--- src/rtl/pipeline_stall_controller.sv ---
// Hazard sequencer for the 5-stage pipeline: combinational (Mealy) stage enables from a registered state.
// Optional perf counters are enabled by defining STALL_PERF_CNT_EN.
module pipeline_stall_controller #(
   parameter int CNT_WIDTH = 32
) (
   input  logic                 clk,
   input  logic                 rst_n,
   input  logic                 load_use_hazard,
   input  logic                 imem_read,
   input  logic                 imem_resp,
   input  logic                 dmem_req,
   input  logic                 dmem_resp,
   input  logic                 br_taken,
   output logic                 pc_load,
   output logic                 if_id_load,
   output logic                 id_ex_load,
   output logic                 ex_mem_load,
   output logic                 mem_wb_load,
   output logic                 if_id_flush,
   output logic                 id_ex_flush,
   output logic                 ex_mem_flush,
   output logic                 stall,
   output logic [CNT_WIDTH-1:0] stall_cycles,
   output logic [CNT_WIDTH-1:0] flush_events
);

   typedef enum logic [1:0] {RUN, DC_WAIT, IC_WAIT, LU_STALL} state_t;

   state_t state_q, state_d;
   logic   dpend, ipend, lu_ok;

   assign dpend = dmem_req & ~dmem_resp;
   assign ipend = imem_read & ~imem_resp;
   // The hazard is masked for the one cycle after a bubble so the load can reach WB.
   assign lu_ok = load_use_hazard & (state_q != LU_STALL);

   always_comb begin
      state_d      = RUN;
      pc_load      = 1'b0;
      if_id_load   = 1'b0;
      id_ex_load   = 1'b0;
      ex_mem_load  = 1'b0;
      mem_wb_load  = 1'b0;
      if_id_flush  = 1'b0;
      id_ex_flush  = 1'b0;
      ex_mem_flush = 1'b0;
      if (!rst_n) begin
         state_d = RUN;
      end else if (dpend || ipend) begin
         state_d = dpend ? DC_WAIT : IC_WAIT;
      end else if (lu_ok) begin
         state_d      = LU_STALL;
         ex_mem_load  = 1'b1;
         ex_mem_flush = 1'b1;
         mem_wb_load  = 1'b1;
      end else begin
         state_d     = RUN;
         pc_load     = 1'b1;
         if_id_load  = 1'b1;
         id_ex_load  = 1'b1;
         ex_mem_load = 1'b1;
         mem_wb_load = 1'b1;
         if_id_flush = br_taken;
         id_ex_flush = br_taken;
      end
   end

   assign stall = rst_n & ~(pc_load & if_id_load & id_ex_load & ex_mem_load & mem_wb_load);

   always_ff @(posedge clk or negedge rst_n) begin
      if (!rst_n) state_q <= RUN;
      else        state_q <= state_d;
   end

`ifdef STALL_PERF_CNT_EN
   logic [CNT_WIDTH-1:0] stall_cycles_q, stall_cycles_d;
   logic [CNT_WIDTH-1:0] flush_events_q, flush_events_d;

   always_comb begin
      stall_cycles_d = stall_cycles_q + CNT_WIDTH'(stall);
      flush_events_d = flush_events_q + CNT_WIDTH'(if_id_flush);
   end

   always_ff @(posedge clk or negedge rst_n) begin
      if (!rst_n) begin
         stall_cycles_q <= '0;
         flush_events_q <= '0;
      end else begin
         stall_cycles_q <= stall_cycles_d;
         flush_events_q <= flush_events_d;
      end
   end

   assign stall_cycles = stall_cycles_q;
   assign flush_events = flush_events_q;
`else
   assign stall_cycles = '0;
   assign flush_events = '0;
`endif

endmodule

--- config.mk ---
export PLATFORM = sky130hd
export DESIGN_NAME = pipeline_stall_controller
export DESIGN_NICKNAME = d
export VERILOG_FILES = /design/src/rtl/pipeline_stall_controller.sv
export SDC_FILE = /design/constraint.sdc
export NUM_CORES = 1
export LEC_CHECK = 0
export BUFFER_PORTS_ARGS = -buffer_cell sky130_fd_sc_hd__buf_4
export CORE_MARGIN = 1.5
export CORE_UTILIZATION = 35
export CTS_CLUSTER_SIZE = 16
export DETAILED_ROUTE_END_ITERATION = 6
export PLACE_DENSITY = 0.86
export SETUP_SLACK_MARGIN = 0.1
export SYNTH_ARGS = -nofsm -noshare
export SYNTH_HDL_FRONTEND = slang
export SYNTH_SLANG_ARGS = --single-unit
export TNS_END_PERCENT = 30
--- constraint.sdc ---
create_clock -name clk -period 2.21 [get_ports clk]
set_input_delay 0.1105 -clock clk [delete_from_list [all_inputs] [get_ports clk]]
set_output_delay 0.1105 -clock clk [all_outputs]
set_load 0.005 [all_outputs]
==> impl_metrics.json <==
{
  "place_worst_setup_slack_ns": 1.19,
  "finalSetupTns_ns": 0,
  "cp-start-kind": "primary input",
  "drtPass1Iterations": 1,
  "power_per_cell_area_nw_per_um2": 335,
  "finish.utilization": 0.323,
  "outcome": "complete, no violations",
  "min_path_type": "primary input to flop",
  "internal_power_consumption_mw": 0.125,
  "syn2layout_area_growth_pct": -13.8,
  "grt_start_max_net_pins": 6,
  "total_core_area_um2": 1750,
  "timing.critical_path.cells": "dlygate4sd3_1 -> buf_4 -> nand3_2 -> nor3b_2 -> buf_4",
  "die_area_um2": 2140,
  "clkLatencyLatePin_ns": 0.22,
  "htree_num_levels": 1,
  "rsz0062_at_grt": "no",
  "cpPeakStageDelay_ns": 0.53,
  "dieWidth_um": 46.2,
  "dpl_hpwl_um": 644,
  "overall_fraction_of_global_route_tracks_in_use": 0.0477,
  "wl_um": 719,
  "drv_cap": 0,
  "drc": 0,
  "sw_frac_of_total": 0.340,
  "power_switching_mw": 0.0642,
  "antenna-diode-count": 0,
  "max-vdd-ir-drop_mv": 0.0787,
  "total_power_mw": 0.189,
  "detail_route.iter0.violations": 0,
  "ys_ff_latch": 2,
  "routed_wire_length_per_instance_um": 5.71,
  "final_min_period_over_clock_period": 0.619,
  "floorplan_row_count": 15,
  "fillCellCount": 198,
  "finalWorstSetupSlack_ns": 0.841,
  "syn-instance-count": 86,
  "route.vias.total": 352,
  "cts-root-to-sink-buffers": 2,
  "layout_min_cycle_time_ns": 1.37,
  "skew_ns": 0.00172,
  "most-common-layout-cells": "sky130_fd_sc_hd__conb_1, sky130_fd_sc_hd__buf_4, sky130_fd_sc_hd__nand2_1, sky130_fd_sc_hd__clkbuf_4",
  "slowest_cell_on_the_critical_path": "sky130_fd_sc_hd__dlygate4sd3_1",
  "grt_first_pass_wirelength_um": 621,
  "setup.worst_path.class": "primary input to output port",
  "antenna_left": 0,
  "post_cts_buffers": 0,
  "finalHoldViolCount": 0,
  "synthesis.area_um2": 654,
  "pwr-share-seq": 0.212,
  "clock-sinks": 2,
  "clock-root-buffer": "sky130_fd_sc_hd__clkbuf_4",
  "total_leakage_power_nw": 0.375,
  "drive_above_1_share": 0.228,
  "num_io_pins": 81,
  "critical_path_peak_fanout": 5,
  "yosysTopAreaCell": "sky130_fd_sc_hd__buf_4",
  "grt_overflow": 0,
  "top_regs": "state_q: 2 flops",
  "cts_tree": "yes",
  "yosysTopAreaCellShare": 0.780,
  "synth.top_cells.by_area": "sky130_fd_sc_hd__buf_4, sky130_fd_sc_hd__dfrtp_1, sky130_fd_sc_hd__nand2b_2, sky130_fd_sc_hd__nor3b_2, sky130_fd_sc_hd__nand2_1",
  "largest_reg_flops": 2,
  "max_freq_ghz": 0.730,
  "critical_path.most_common_cell": "sky130_fd_sc_hd__buf_4",
  "clk_pin_slew_ns": 0.03,
  "height_of_the_die_um": 46.2,
  "antenna_violations_before_repair": 0,
  "worst-endpoint-arrival_ns": 1.26,
  "initial_cell_density_of_the_core": 0.375,
  "cp.required_ns": 2.10,
  "setup_viol_count_final": 0,
  "route.detailed.vias_per_inst": 2.79,
  "cts-buffers-inserted": 3,
  "io_port_bufs": 16,
  "layout.cells.most_common": "sky130_fd_sc_hd__conb_1",
  "comb_power_share": 0.364,
  "drv_slew": 0,
  "first_global_vias": 185,
  "place.gp.congestion": 0.522,
  "register_containing_the_most_flip_flops_in_the_final_layout": "state_q",
  "yosys_warnings": 0,
  "cts_resized": 0,
  "synth_cell_type_count": 13,
  "clockPowerShare": 0.423,
  "element_type_at_the_critical_path_end": "output port",
  "avgSynthCellArea_um2": 7.61,
  "synth_sequential_area_ratio": 0.0765,
  "finish.net_count": 111
}
power groups by stage:
stage / sequential (mW) / clock [mW] / combinational, mW
final: 0.0402 / 0.0801 / 0.0689
after global routing: 0.0402 / 0.0866 / 0.0801
after CTS: 0.0402 / 0.0840 / 0.0670
after detailed placement: 0.0406 / 0 / 0.0655
after global placement: 0.0404 / 0 / 0.0647
after floorplan: 0.0404 / 0 / 0.127
critical path, delay by kind of cell:
kind                   cells  cell delay [ns]
buffers and inverters      3             0.81
and+or+nand+nor            2             0.33
metal layers:
| metal | GRT usage | wire [µm] | share of wire |
|---|---|---|---|
| met5 | 0 | 0 | 0 |
| met4 | 0.0686 | 0 | 0 |
| met3 | 0.0235 | 162 | 0.23 |
| met2 | 0.0917 | 407 | 0.57 |
| met1 | 0.0208 | 150 | 0.21 |
Yosys cell counts:
master / n
sky130_fd_sc_hd__buf_4: 68
sky130_fd_sc_hd__nand2_1: 3
sky130_fd_sc_hd__dfrtp_1: 2
sky130_fd_sc_hd__inv_1: 2
sky130_fd_sc_hd__nand2b_2: 2
sky130_fd_sc_hd__nor2_1: 2
sky130_fd_sc_hd__a21oi_1: 1
sky130_fd_sc_hd__a31oi_1: 1
sky130_fd_sc_hd__and2_1: 1
sky130_fd_sc_hd__conb_1: 1
sky130_fd_sc_hd__nand3_2: 1
sky130_fd_sc_hd__nor3b_2: 1
sky130_fd_sc_hd__o22ai_1: 1
per-stage QoR:
stage | hold WS (ns) | std cells | area (µm²)
detailed placement | -0.0899 | 122 | 532
CTS | 0.181 | 126 | 564
finish | 0.186 | 126 | 564
global placement | -0.0910 | 122 | 532
global route | 0.190 | 126 | 564
floorplan | -0.185 | 149 | 891
area by class of cell:
class / instances / area (µm²) / share of cell area
Sequential cell: 2 / 50.0 / 0.0887
Multi-Input combinational cell: 77 / 323 / 0.572
Tap cell: 25 / 31.3 / 0.0554
Timing Repair Buffer: 17 / 130 / 0.231
Clock buffer: 3 / 22.5 / 0.0399
Inverter: 2 / 7.51 / 0.0133
worst paths after layout:
path                       slack [ns]           to  startpoint  cells past startpoint
min reg2reg                      0.61   state_q[1]  state_q[1]                      3
min                              0.19   state_q[1]   imem_read                      3
max in group asynchronous        1.87   state_q[0]       rst_n                      2
max                              0.84  if_id_flush       rst_n                      5
max reg2reg                      1.44   state_q[0]  state_q[0]                      3
min in group asynchronous        0.24   state_q[1]       rst_n                      2
cells by family (layout without fill, tap and decap cells):
| kind of cell | after synthesis | count (layout) | synth area share |
|---|---|---|---|
| flops | 2 | 2 | 0.0765 |
| compound gates | 3 | 3 | 0.0268 |
| buf+inv | 70 | 22 | 0.792 |
| other cells | 1 | 64 | 0.00573 |
| simple gates | 10 | 10 | 0.0994 |
what timing repair did:
action | in CTS | in global routing
endpoints found under the hold margin | 2 | 0
endpoints found under the setup margin | 0 | 0
hold buffers | 1 | 0
No activity file was read; power rests on OpenSTA's default activity.
